==> src/rtl/stream_raster_pkg.sv <==
// Shared types and helpers for the pixel-stream source blocks.
package stream_raster_pkg;

  typedef enum logic {
    ST_IDLE = 1'b0,
    ST_RUN  = 1'b1
  } raster_state_e;

  // Counter width for a range of 'value' positions (at least one bit).
  function automatic int log2_ceil(input int value);
    int r;
    r = 0;
    for (int i = 0; i < 31; i++) begin
      if ((1 << i) < value) r = i + 1;
    end
    return (r < 1) ? 1 : r;
  endfunction

endpackage

==> src/rtl/stream_raster_counter.sv <==
// Frame position counter: column wraps into row, row wraps into frame.
module raster_counter
  import stream_raster_pkg::*;
#(
  parameter int FRAME_HEIGHT = 4,
  parameter int FRAME_WIDTH  = 6,
  localparam int V_BITW = log2_ceil(FRAME_HEIGHT),
  localparam int H_BITW = log2_ceil(FRAME_WIDTH)
) (
  input  logic              clock,
  input  logic              n_rst,
  input  logic              advance,
  output logic [V_BITW-1:0] vcnt,
  output logic [H_BITW-1:0] hcnt,
  output logic              last_col,
  output logic              last_frame
);

  localparam logic [V_BITW-1:0] V_LAST = V_BITW'(FRAME_HEIGHT - 1);
  localparam logic [H_BITW-1:0] H_LAST = H_BITW'(FRAME_WIDTH - 1);

  assign last_col   = (hcnt == H_LAST);
  assign last_frame = last_col && (vcnt == V_LAST);

  always_ff @(posedge clock or negedge n_rst) begin
    if (!n_rst) begin
      vcnt <= '0;
      hcnt <= '0;
    end else if (advance) begin
      if (last_col) begin
        hcnt <= '0;
        vcnt <= (vcnt == V_LAST) ? '0 : vcnt + 1'b1;
      end else begin
        hcnt <= hcnt + 1'b1;
      end
    end
  end

endmodule

==> src/rtl/stream_raster.sv <==
// Raster stream source: turns a raster-order pixel handshake into a
// per-cycle coordinate stream with sync positions and a downstream enable.
module stream_raster
  import stream_raster_pkg::*;
#(
  parameter int BIT_WIDTH    = 8,
  parameter int IMAGE_HEIGHT = 3,
  parameter int IMAGE_WIDTH  = 4,
  parameter int FRAME_HEIGHT = 4,
  parameter int FRAME_WIDTH  = 6,
  localparam int V_BITW = log2_ceil(FRAME_HEIGHT),
  localparam int H_BITW = log2_ceil(FRAME_WIDTH)
) (
  input  logic                 clock,
  input  logic                 n_rst,
  input  logic                 run,
  input  logic                 in_valid,
  output logic                 in_ready,
  input  logic [BIT_WIDTH-1:0] in_pixel,
  input  logic                 out_stall,
  output logic                 out_enable,
  output logic [BIT_WIDTH-1:0] out_pixel,
  output logic [V_BITW-1:0]    out_vcnt,
  output logic [H_BITW-1:0]    out_hcnt,
  output logic                 out_underrun
);

  localparam logic [V_BITW-1:0] V_IMG = V_BITW'(IMAGE_HEIGHT);
  localparam logic [H_BITW-1:0] H_IMG = H_BITW'(IMAGE_WIDTH);

  raster_state_e        state;
  logic                 hold_full;
  logic [BIT_WIDTH-1:0] hold_data;
  logic [V_BITW-1:0]    vcnt;
  logic [H_BITW-1:0]    hcnt;
  logic                 last_col;
  logic                 last_frame;
  logic                 active;
  logic                 adv;
  logic                 consume;
  logic                 accept;
  logic                 frame_done;

  raster_counter #(
    .FRAME_HEIGHT(FRAME_HEIGHT),
    .FRAME_WIDTH (FRAME_WIDTH)
  ) u_counter (
    .clock     (clock),
    .n_rst     (n_rst),
    .advance   (adv),
    .vcnt      (vcnt),
    .hcnt      (hcnt),
    .last_col  (last_col),
    .last_frame(last_frame)
  );

  assign active     = (vcnt < V_IMG) && (hcnt < H_IMG);
  assign adv        = (state == ST_RUN) && !out_stall && (!active || hold_full);
  assign consume    = adv && active;
  assign frame_done = last_col && last_frame;

  // Handshake: a pixel transfers on a rising edge where in_valid && in_ready;
  // in_ready frees up in the same cycle the held pixel is consumed.
  assign in_ready = !hold_full || consume;
  assign accept   = in_valid && in_ready;

  always_ff @(posedge clock or negedge n_rst) begin
    if (!n_rst) begin
      state <= ST_IDLE;
    end else begin
      case (state)
        ST_IDLE: if (run) state <= ST_RUN;
        ST_RUN:  if (adv && frame_done && !run) state <= ST_IDLE;
        default: state <= ST_IDLE;
      endcase
    end
  end

  always_ff @(posedge clock or negedge n_rst) begin
    if (!n_rst) begin
      hold_full <= 1'b0;
      hold_data <= '0;
    end else begin
      if (accept) begin
        hold_full <= 1'b1;
        hold_data <= in_pixel;
      end else if (consume) begin
        hold_full <= 1'b0;
      end
    end
  end

  // Coordinates and pixel freeze while enable is low.
  always_ff @(posedge clock or negedge n_rst) begin
    if (!n_rst) begin
      out_enable   <= 1'b0;
      out_pixel    <= '0;
      out_vcnt     <= '0;
      out_hcnt     <= '0;
      out_underrun <= 1'b0;
    end else begin
      out_enable   <= adv;
      out_underrun <= (state == ST_RUN) && !out_stall && active && !hold_full;
      if (adv) begin
        out_pixel <= active ? hold_data : '0;
        out_vcnt  <= vcnt;
        out_hcnt  <= hcnt;
      end
    end
  end

endmodule

==> config.mk <==
export PLATFORM = sky130hd
export DESIGN_NAME = stream_raster
export DESIGN_NICKNAME = d
export VERILOG_FILES = /design/src/rtl/stream_raster_pkg.sv /design/src/rtl/stream_raster_counter.sv /design/src/rtl/stream_raster.sv
export SDC_FILE = /design/constraint.sdc
export NUM_CORES = 1
export LEC_CHECK = 0
export ABC_AREA = 1
export CAP_MARGIN = 25
export CORE_MARGIN = 8
export CORE_UTILIZATION = 44
export CTS_CLUSTER_SIZE = 30
export DETAILED_ROUTE_END_ITERATION = 10
export PLACE_DENSITY = 0.71
export SYNTH_ARGS = -nofsm -noshare
export SYNTH_HDL_FRONTEND = slang
export SYNTH_HIERARCHICAL = 1
export SYNTH_SLANG_ARGS = --single-unit
==> constraint.sdc <==
create_clock -name clock -period 1.2 [get_ports clock]
set_input_delay 0.24 -clock clock [delete_from_list [all_inputs] [get_ports clock]]
set_output_delay 0.24 -clock clock [all_outputs]
set_load 0.005 [all_outputs]
### After elaboration in Yosys (flattened, before gate mapping)

Index checks and enable logic that the tools add are counted.

* bits in registers: 30
* output and inout bits: 16

* order comparisons: 2
* reductions and logical operators: 19
* muxes and demuxes: 8
* bitwise logic cells: 1
* add/sub/neg operators: 2
* eq/ne operators: 2

Operator list (number)
* $logic_and 1x1->1: 11
* $mux 8: 1
* $logic_not 1->1: 4
* $mux 1: 4
* $add 3x1->3 const B: 1
* $eq 3x3->1 const B: 1
* $lt 3x3->1 const B: 1
* $mux 3: 1
* $add 2x1->2 const B: 1
* $eq 2x2->1 const B: 1
* $logic_or 1x1->1: 2
* $lt 2x2->1 const B: 1
* $mux 2: 1
* $pmux 1 s2: 1
* $reduce_and 2->1: 1
* $reduce_bool 2->1: 1
* $not 1->1: 1

### Longest topological paths before layout

Gate-level depths: netlist of the first run.

* depth after elaboration: 9
* mapped depth: 11
* gate-level depth less buffers: 11

### By module

The synthesis of the first run kept the hierarchy.

By module, submodules not included
* stream_raster: cells an instance 112, instances 1, area an instance 1113.6 um^2, seq. area each 625.6 um^2
* raster_counter: cells an instance 30, instances 1, area an instance 242.7 um^2, seq. area each 125.1 um^2

### Least setup slack after synthesis of the first run

No wires, ideal clock.

* path kind: reg2reg
* start point: register u_counter.vcnt[0]
* end point: register u_counter.hcnt[1]
* setup time: 0.118 ns
* data required time: 1.082 ns
* period minus slack after synthesis: 1.230 ns
* data arrival time: 1.112 ns
* stages on the path, launching flop included: 11
* slack: -0.030 ns
* cells stage by stage: dfrtp_1 nand2_2 nand2_4 inv_6 nand2_8 nand2_8 inv_2 nand2_2 clkinv_2 nor2_1 nor2_1

* cells in the longest elaborated chain, start to end: 5

Ends and longest elaborated chain
* start, declared: RTL line stream_raster_counter.sv:13 `output logic [V_BITW-1:0] vcnt,`
* start signal, assigned: RTL line stream_raster_counter.sv:32 `vcnt <= (vcnt == V_LAST) ? '0 : vcnt + 1'b1;`
* $lt 2x2->1: RTL line stream_raster.sv:57 `assign active = (vcnt < V_IMG) && (hcnt < H_IMG);`
* $logic_and 1x1->1: RTL line stream_raster.sv:57
* $logic_not 1->1: RTL line stream_raster.sv:58 `assign adv = (state == ST_RUN) && !out_stall && (!active || hold_full);`
* $logic_or 1x1->1: RTL line stream_raster.sv:58
* $logic_and 1x1->1: RTL line stream_raster.sv:58
* net adv: RTL line stream_raster.sv:39 `logic adv;`
* end signal, assigned: RTL line stream_raster_counter.sv:34 `hcnt <= hcnt + 1'b1;`
* end, declared: RTL line stream_raster_counter.sv:14 `output logic [H_BITW-1:0] hcnt,`

The timed path passes the listed nets, and every way through them passes these cells.
A chain may end at the register's enable or synchronous reset.

### Final worst setup path of the first run

* start point: register u_counter.vcnt[0]
* end point: output in_ready

* cells in the longest elaborated chain, start to end: 7

Ends and longest elaborated chain
* $lt 2x2->1 *: RTL line stream_raster.sv:57
* $logic_and 1x1->1 *: RTL line stream_raster.sv:57
* $logic_not 1->1: RTL line stream_raster.sv:58
* $logic_or 1x1->1: RTL line stream_raster.sv:58
* $logic_and 1x1->1: RTL line stream_raster.sv:58
* $logic_and 1x1->1 *: RTL line stream_raster.sv:59 `assign consume = adv && active;`
* $logic_or 1x1->1 *: RTL line stream_raster.sv:64 `assign in_ready = !hold_full || consume;`
* end, declared: RTL line stream_raster.sv:18 `output logic in_ready,`

Every way passes the cells marked *; elsewhere a longest branch is shown, timed or not.

==> metrics.md, run 1 <==
| Metric | Value |
|---|---|
| Total die area | `5120 sq um` |
| Setup violators final | `19` |
| Worst EP required | `between 0.9 and 1 ns` |
| Leak | `between 1 and 1.5 nW` |
| Layout Cells excl Fill | `between 200 and 250` |
| Synth Register Bits | `30` |
| CTS Root Buffer Type | `clkbuf_4` |
| Placed cells | `~210` |
| Post-synth net total | `around 160` |
| Std cell rows | `20` |
| CTS tree | `done` |
| Via count | `roughly 1200` |
| Die H | `slightly above 70 um` |
| Synth unique cells | `21` |
| Max-cap violations | `0` |
| Crit path max-delay family | `flip-flops` |
| Crit path DAT | `around 1.1 ns` |
| P&R area growth vs syn | `53.4%` |
| Final nets | `~230` |
| Mapped Cells | `142` |
| R2R depth | `10` |
| Clock Path Buffers | `2` |
| Met2 Use GR | `0.192` |
| WL/cell | `13.1 um` |
| FF-to-FF setup slack | `-0.13 ns` |
| Total grt overflow | `0` |
| YS warnings | `6` |
| Power density over the cells | `2390 nW/um^2` |
| Fin crit share | `1.13` |
| Sequential-to-total area share from yosys stat | `0.554` |
| Most Crowded Layer GR | `met2` |
| Grt met1 use | `0.128` |
| # port buffers | `28` |
| Post-Syn Area | `~1400 sq um` |
| Period minus WS final | `about 1.4 ns` |
| Final max-slew violation count | `0` |
| Chip Width | `a little over 70 um` |
| Post-DP Area | `about 1800 sq um` |
| Share of cells above drive strength 1 | `0.467` |
| DRT iter0 DRCs | `94` |
| IO Pins | `29` |
| Clock Sinks | `30` |
| CP peak stage delay | `~0.40 ns` |
| Initial Util | `0.452` |
| Critical path, cell by cell | `nand2_2 -> nand2_4 -> o21bai_4 -> buf_2` |
| Met3 Use GR | `0.0488` |
| Failing checks | `setup timing` |
| Cts hold-fix bufs | `0` |
| Critical Path Sink Type | `primary output` |
| # diodes | `0` |
| Antenna Nets Post-Route | `0` |
| Max stage delay cell, worst path | `dfrtp_1` |
| Clock Latency Late Sink | `0.33 ns` |
| Gpl congestion | `0.757` |
| Slew Limit Headroom | `0.850` |
| Avg Cell Area, Syn | `~9.6 sq um` |
| H-tree Lvls | `2` |
| Largest net degree at the start of global routing | `31` |
| Vias per std cell | `4.73` |
| Final hold vios | `0` |
| Drc violations | `0` |
| First-pass GRT wire length | `~4800 um` |
| Hold Crit Class | `in2async` |
| RR Endpoint | `u_counter/hcnt[0]` |
| DR pass1 iterations | `4` |
| Final instance area | `between 2000 and 2500 sq um` |
| Fmax | `~740 MHz` |
| TritonCTS buffer count | `5` |
| Worst Setup Start Kind | `flip-flop` |
| Critical path fanouts, max | `2` |
| Clk pin slew, worst setup/hold paths | `approximately 0.090 ns` |
| Max VDD drop | `slightly below 1 mV` |
| Vias in the first global route | `1111` |
| Pre-CTS setup slack | `-0.506 ns` |
| Total GRT Usage | `0.119` |
| Final WS setup | `-0.157 ns` |
| Initial antenna violation count | `0` |
| Setup CP Type | `reg2out` |
| Reg-to-Reg Start | `u_counter/vcnt[0]` |
| Buffer and inverter count on the worst path | `1` |
| RSZ-0062 raised after global routing | `true` |
| Clk_skew | `approximately 0.0047 ns` |
| Worst Max-Slew Pin Slew | `between 0.2 and 0.25 ns` |
| Outcome | `finished, violations left` |
| DP HPWL | `around 2000 um` |
| Routed WL | `between 3000 and 4000 um` |
| Core area | `3000 sq um` |
[cell type report]
| cell class | instances | area [sq um] |
|---|---|---|
| inverters | 11 | 61.3 |
| fillers | 250 | 922 |
| clock inverters | 1 | 5.00 |
| flip-flops and latches | 30 | 751 |
| repair buffers | 66 | 578 |
| well taps | 33 | 41.3 |
| multi-input cells | 97 | 589 |
| clock buffers | 7 | 55.1 |
[report_power, final]
part | total, mW | internal, mW | switching, mW
clock network | 0.633 | 0.283 | 0.349
logic | 2.71 | 1.40 | 1.31
registers | 1.64 | 1.42 | 0.219
[kinds of logic (layout without fill, tap and decap cells)]
kind of cell	count (synthesis)	in the layout	synth area share
adder cells (fa/ha/maj)	1	1	0.00922
AND/OR/NAND/NOR	85	85	0.304
AO/OA/AOI/OAI	11	11	0.0701
buffers and inverters	15	85	0.0627
flip-flops	30	30	0.554
[worst max-delay path by stage]
| stage | startpoint | end | cells after the start |
|---|---|---|---|
| 6_report | u_counter/vcnt[0] | in_ready | 4 |
| 5_1_grt | u_counter/vcnt[0] | in_ready | 4 |
| 4_1_cts | u_counter/vcnt[1] | in_ready | 4 |
| 3_5_place_dp | out_stall | in_ready | 5 |
| 3_3_place_gp | out_stall | in_ready | 5 |
| 2_1_floorplan | u_counter/vcnt[0] | u_counter/hcnt[1] | 10 |
[layer usage]
layer | part of all wire | wire, um
met1 | 0.42 | 1360
met2 | 0.50 | 1620
met3 | 0.052 | 166
met4 | 0.021 | 69
met5 | 0 | 0
[flip-flops by register name, indices dropped and copies added, names as in the netlist]
signal,count
hold_data,8
hold_full,1
out_enable,1
out_hcnt,3
out_pixel,8
out_underrun,1
out_vcnt,2
state,1
u_counter/hcnt,3
u_counter/vcnt,2
[synth_stat cells, drive strengths merged]
library cell   n  area (sq um)
nand3         12          60.1
nand2         64           313
ha             1          12.5
clkbuf         1          3.75
o21bai         1          11.3
inv           10          42.5
buf            3          33.8
clkinv         1          5.00
o21ai          9          78.8
nor2           8          32.5
nor3b          1          7.51
dfrtp         30           751
a21oi          1          5.00
[stage by stage]
step | hold WS, ns | power, mW | utilization | setup TNS [ns]
finish | 0.265 | 4.98 | 0.693 | -1.27
global route | 0.268 | 5.33 | 0.693 | -2.35
CTS | 0.270 | 4.59 | 0.649 | -0.271
floorplan | -0.0556 | 2.85 | - | 0
global placement | 0.458 | 3.73 | 0.596 | -7.91
detailed placement | 0.458 | 3.80 | 0.596 | -8.69
[layout by cell type, fill, tap and decap left out, drive strengths merged]
| cell | n |
|---|---|
| a21oi | 1 |
| o21bai | 1 |
| clkdlybuf4s15 | 5 |
| ha | 1 |
| nand2 | 64 |
| dfrtp | 30 |
| buf | 38 |
| nor2 | 8 |
| o21ai | 9 |
| inv | 11 |
| nor3b | 1 |
| clkdlybuf4s50 | 12 |
| clkbuf | 18 |
| clkinv | 1 |
| nand3 | 12 |
[what timing repair did]
item                                    in CTS  in global routing
pin swaps                                    1                  2
gates cloned                                 0                  3
setup buffers                               12                  9
gates resized for setup                     40                 25
endpoints found under the setup margin      26                 38
No activity file was read; power rests on OpenSTA's default activity.
==> run 2: changes to the inputs <==
Settings changed: GPL_TIMING_DRIVEN set to 0.
==> run 2 against run 1 <==
  * The run still ends with setup timing left
  * Combinational power is 9.2% higher
  * Clock skew is 0.0019 ns higher
  * Highest routed layer unchanged
  * Critical endpoint is now u_counter/vcnt[0]
  * Via count is 3.2% higher
  * Sequential power grew 5%
  * First-iteration DRC count shrank 22%
  * Cell area grew 4.1%
  * Non-clock buffer count grew 2
  * Count of clock-buffer cells in the layout stayed put
  * Sequential share of layout area decreased by 1.4 points
==> metrics.md, run 2 (synthesis gave the netlist of run 1 again) <==
| Metric | Value |
|---|---|
| Outcome | `finished, violations left` |
| Failing checks | `setup timing` |
| Total die area | `5120 sq um` |
| Total grt overflow | `0` |
| Reg-to-Reg Start | `u_counter/vcnt[0]` |
| Initial antenna violation count | `0` |
| Crit path DAT | `1.78 ns` |
| RR Endpoint | `u_counter/vcnt[0]` |
| Routed WL | `around 3400 um` |
| Comb pwr share | `0.557` |
| H-tree Lvls | `2` |
| Share of cells above drive strength 1 | `0.519` |
| P&R area growth vs syn | `59.8%` |
| Gpl congestion | `0.756` |
| Clk_skew | `0.00659 ns` |
| Max VDD drop | `1.25 mV` |
| Most common cell after layout, fill and taps aside | `nand2_1` |
| Vias in the first global route | `around 1200` |
| P_sw | `~2.1 mW` |
| # diodes | `0` |
| Sequential power share | `0.323` |
| Initial Util | `0.452` |
| WL/cell | `between 10 and 15 um` |
| Total negative slack | `-5.10 ns` |
| RSZ-0062 raised after global routing | `true` |
| Hold Crit Class | `in2async` |
| Core area | `between 3000 and 4000 sq um` |
| Leak | `1.14 nW` |
| Via count | `1195` |
| DR pass1 iterations | `4` |
| DP HPWL | `just under 2000 um` |
| Drc violations | `0` |
| IO Pins | `29` |
| Final max-slew violation count | `0` |
| Clock Latency Late Sink | `about 0.33 ns` |
| Max-cap violations | `0` |
| Final hold vios | `0` |
| Std cell rows | `20` |
| First-pass GRT wire length | `5440 um` |
| Worst Max-Slew Pin Slew | `about 0.72 ns` |
| Setup CP Type | `reg2reg` |
| Clock Power Share | `0.120` |
| CTS tree | `done` |
| Slew Limit Headroom | `0.516` |
| Period minus WS final | `1.50 ns` |
| R2R depth | `13` |
| Worst EP required | `~1.5 ns` |
| Clock Sinks | `30` |
| Sw Ratio | `0.391` |
| Setup crit end | `u_counter/vcnt[0]` |
| Antenna Nets Post-Route | `0` |
| Chip Width | `71.5 um` |
| Total GRT Usage | `0.138` |
| TritonCTS buffer count | `5` |
| Critical path fanouts, max | `6` |
| Largest net degree at the start of global routing | `17` |
| Critical Path Sink Type | `flip-flop` |
| Fin crit share | `1.25` |
| Cts hold-fix bufs | `0` |
| Critical path launch point | `u_counter/vcnt[0]` |
| FF-to-FF setup slack | `-0.30 ns` |
| Vias per std cell | `4.84` |
| DRT iter0 DRCs | `73` |
| Final Util | `0.722` |
| Final nets | `227` |
| Setup violators final | `23` |
| # port buffers | `27` |
| Regs by FF count | `hold_data (8), out_pixel (8)` |
| Power density over the cells | `2450 nW/um^2` |
| Worst Setup Start Kind | `flip-flop` |
| Power Internal | `roughly 3.2 mW` |
| Fmax | `around 670 MHz` |
| Clock Path Buffers | `2` |
| Final WS setup | `-0.301 ns` |
| Commonest cells after routing, fill and taps aside | `40 x nand2_1, 29 x dfrtp_1, 28 x buf_4` |
| Die H | `roughly 72 um` |
| Filler instances | `between 200 and 250` |
| CTS Root Buffer Type | `clkbuf_4` |
| Clk pin slew, worst setup/hold paths | `approximately 0.10 ns` |
-- run 2: layout make-up --
type,count,area (sq um),share of cell area
buffer,3,35.0,0.0162
clock buffer,7,55.1,0.0254
clock inverter,1,5.00,0.00231
inverter,11,68.8,0.0318
multi-input combinational,97,652,0.301
sequential,30,752,0.347
tap,33,41.3,0.0191
timing repair buffer,65,558,0.258
-- run 2: timing repair --
action,CTS,global route
gates resized for setup,51,49
setup endpoints to repair,37,42
gates cloned,2,0
pin swaps,3,12
buffers inserted,23,13
-- run 2: per-layer routing --
layer  vias up  GRT usage  wire length [um]
li1        588          -                 -
met4         0     0.0476               108
met3        11     0.0683               229
met1       560      0.148              1390
met2        36      0.229              1710
met5         -          0                 0
-- run 2: critical path: stages, from the launching register on --
cell      delay, ns
dfrtp_1        0.43
nand2_2        0.11
nand2_4        0.06
buf_4          0.13
buf_6          0.12
inv_8          0.06
nand2_8        0.05
nand2_8        0.09
clkinv_8       0.08
nand2_8        0.08
inv_8          0.05
nand2_4        0.06
nand2_1        0.05
nand2_1        0.07
-- run 2: per-stage QoR --
| stage | power [mW] | std cells | setup slack [ns] | cell area [sq um] | hold slack (ns) |
|---|---|---|---|---|---|
| finish | 5.32 | 247 | -0.301 | 2170 | 0.326 |
| global route | 5.71 | 247 | -0.362 | 2170 | 0.339 |
| CTS | 4.81 | 235 | -0.298 | 2020 | 0.288 |
| detailed placement | 3.56 | 203 | -0.679 | 1690 | 0.463 |
| global placement | 3.49 | 202 | -0.670 | 1680 | 0.454 |
| floorplan | 2.85 | 142 | 0.00120 | 1370 | -0.0556 |
-- run 2: power groups by stage --
stage | Clock (mW) | Sequential [mW] | Combinational, mW
final | 0.637 | 1.72 | 2.96
after global routing | 0.711 | 1.77 | 3.22
after CTS | 0.660 | 1.67 | 2.48
after detailed placement | 0 | 1.73 | 1.83
after global placement | 0 | 1.71 | 1.78
after floorplan | 0 | 1.71 | 1.15
-- run 2: worst min-delay path by stage --
stage | startpoint | to | slack, ns | cells past startpoint
floorplan | n_rst | hold_data[0] | -0.06 | 0
global placement | state | state | 0.45 | 2
detailed placement | state | state | 0.46 | 2
CTS | in_valid | hold_data[5] | 0.29 | 3
global route | in_valid | hold_data[5] | 0.34 | 3
finish | n_rst | out_pixel[5] | 0.33 | 1
==> run 3: changes to the inputs <==
Settings changed: CORE_UTILIZATION 44 to 51, PLACE_DENSITY 0.71 to 0.78.
Clock period 1.2 ns to 1.9 ns, I/O delays scaled along.
==> run 3 against run 2 <==
  * The flow now finishes without violations
  * Worst setup slack better by 0.40 ns
  * Die area down 11%
  * Worst hold slack better by 0.10 ns
  * Critical path type is now in2out
==> metrics.md, run 3 (synthesis gave the netlist of run 1 again) <==
| Metric | Value |
|---|---|
| Commonest cells after routing, fill and taps aside | `47 x nand2_1, 30 x dfrtp_1, 26 x clkdlybuf4s50_1` |
| Final instance area | `between 1500 and 2000 sq um` |
| R2R depth | `10` |
| Worst Setup Start Kind | `primary input` |
| Antenna Nets Post-Route | `0` |
| Clock Latency Late Sink | `about 0.32 ns` |
| # port buffers | `27` |
| Fin crit share | `0.949` |
| Clock Sinks | `30` |
| Clk pin slew, worst setup/hold paths | `0.08 ns` |
| Crit path max-delay family | `buffers and inverters` |
| Setup violators final | `0` |
| Outcome | `finished clean` |
| Setup CP Type | `in2out` |
| Worst Max-Slew Pin Slew | `approximately 0.59 ns` |
| DP HPWL | `around 1900 um` |
| CTS tree | `done` |
| FF-to-FF setup slack | `between 0.5 and 0.6 ns` |
| Worst hold slack | `between 0.4 and 0.5 ns` |
| Critical path, cell by cell | `clkdlybuf4s50_1 -> inv_1 -> nand2_2 -> o21bai_4 -> buf_6 -> dlygate4sd2_1` |
| TritonCTS buffer count | `5` |
| Most common cell after layout, fill and taps aside | `nand2_1` |
| DRT iter0 DRCs | `32` |
| CP peak stage delay | `approximately 0.46 ns` |
| Share of cells above drive strength 1 | `0.261` |
| Initial Util | `0.543` |
| Gpl congestion | `0.776` |
| Fmax | `approximately 550 MHz` |
| Chip Width | `around 68 um` |
| CTS Root Buffer Type | `clkbuf_4` |
| First-pass GRT wire length | `~4500 um` |
| Power density over the cells | `around 1500 nW/um^2` |
| Placed cells | `200` |
| Cts hold-fix bufs | `0` |
| Total grt overflow | `0` |
| P&R area growth vs syn | `31.6%` |
| Via count | `about 1000` |
| Final Util | `0.714` |
| Pre-CTS setup slack | `-0.248 ns` |
| Clock Path Buffers | `2` |
| Max stage delay cell, worst path | `clkdlybuf4s50_1` |
| H-tree Lvls | `2` |
| Total negative slack | `0 ns` |
| # diodes | `0` |
| Largest net degree at the start of global routing | `21` |
| Vias per std cell | `about 5` |
| Std cell rows | `18` |
| Total die area | `approximately 4600 sq um` |
| IO Pins | `29` |
| Final WS setup | `0.0962 ns` |
| Total GRT Usage | `0.131` |
| DR pass1 iterations | `4` |
| Total power | `2.63 mW` |
| RSZ-0062 raised after global routing | `false` |
| Critical Path Sink Type | `primary output` |
| Final nets | `around 200` |
| Max-cap violations | `0` |
| Drc violations | `0` |
| Vias in the first global route | `between 1000 and 1500` |
| Core area | `2500 sq um` |
| Worst EP required | `between 1.5 and 2 ns` |
| Initial antenna violation count | `0` |
| Period minus WS final | `approximately 1.8 ns` |
| Die H | `67.6 um` |
| Max VDD drop | `approximately 0.9 mV` |
| Routed WL | `~2500 um` |
| Buffer and inverter count on the worst path | `4` |
| Slew Limit Headroom | `0.608` |
| Clk_skew | `0.00508 ns` |
| Final max-slew violation count | `0` |
| Reg-to-Reg Start | `u_counter/vcnt[1]` |
| Final hold vios | `0` |
| Regs by FF count | `hold_data (8), out_pixel (8)` |
| Layout Cells excl Fill | `between 200 and 250` |
| Leak | `about 0.88 nW` |
| WL/cell | `~12 um` |
| Critical path fanouts, max | `3` |
| Post-DP Area | `around 1700 sq um` |
| Crit path DAT | `1.42 ns` |
| RR Endpoint | `u_counter/hcnt[1]` |
| Hold Crit Class | `in2async` |
[run 3: cell types whose count changed in the layout (fill, tap and decap cells not counted), moves of 2 or more]
cell	delta
buf_12	-2
buf_4	-24
buf_6	-7
clkbuf_2	-13
clkdlybuf4s15_1	-2
clkdlybuf4s50_1	+15
inv_8	-2
nand2_1	+7
nand2_2	+3
nand2_4	-9
nand3_1	+3
nand3_2	-3
nor2_1	+4
nor2_4	-3
[run 3: layout make-up]
class | count | area, sq um
tap | 30 | 37.5
inverter | 11 | 47.5
clock buffer | 6 | 51.3
sequential | 30 | 751
fill | 198 | 714
multi-input combinational | 97 | 531
buffer | 4 | 41.3
timing repair buffer | 32 | 327
[run 3: power breakdown]
group	total, mW	switching, mW	leakage, nW	internal [mW]
Sequential	1.06	0.166	0.373	0.898
Clock	0.359	0.193	0.0302	0.166
Combinational	1.21	0.605	0.477	0.602
[run 3: worst max-delay path by stage]
stage,startpoint,end,slack (ns),cells past startpoint
3_3_place_gp,out_stall,in_ready,-0.24,6
4_1_cts,out_stall,in_ready,0.11,6
6_report,out_stall,in_ready,0.1,6
5_1_grt,out_stall,in_ready,0.05,6
2_1_floorplan,out_stall,u_counter/vcnt[0],0.67,10
3_5_place_dp,out_stall,in_ready,-0.25,6
[run 3: timing repair]
item                       CTS  global route
buffers inserted             4             0
setup endpoints to repair    1             0
gates resized for setup      4             0
[run 3: layer usage]
metal  global-route usage  part of all wire
met5                    0                 0
met1                0.144              0.45
met3               0.0480             0.070
met4               0.0783             0.025
met2                0.212              0.46
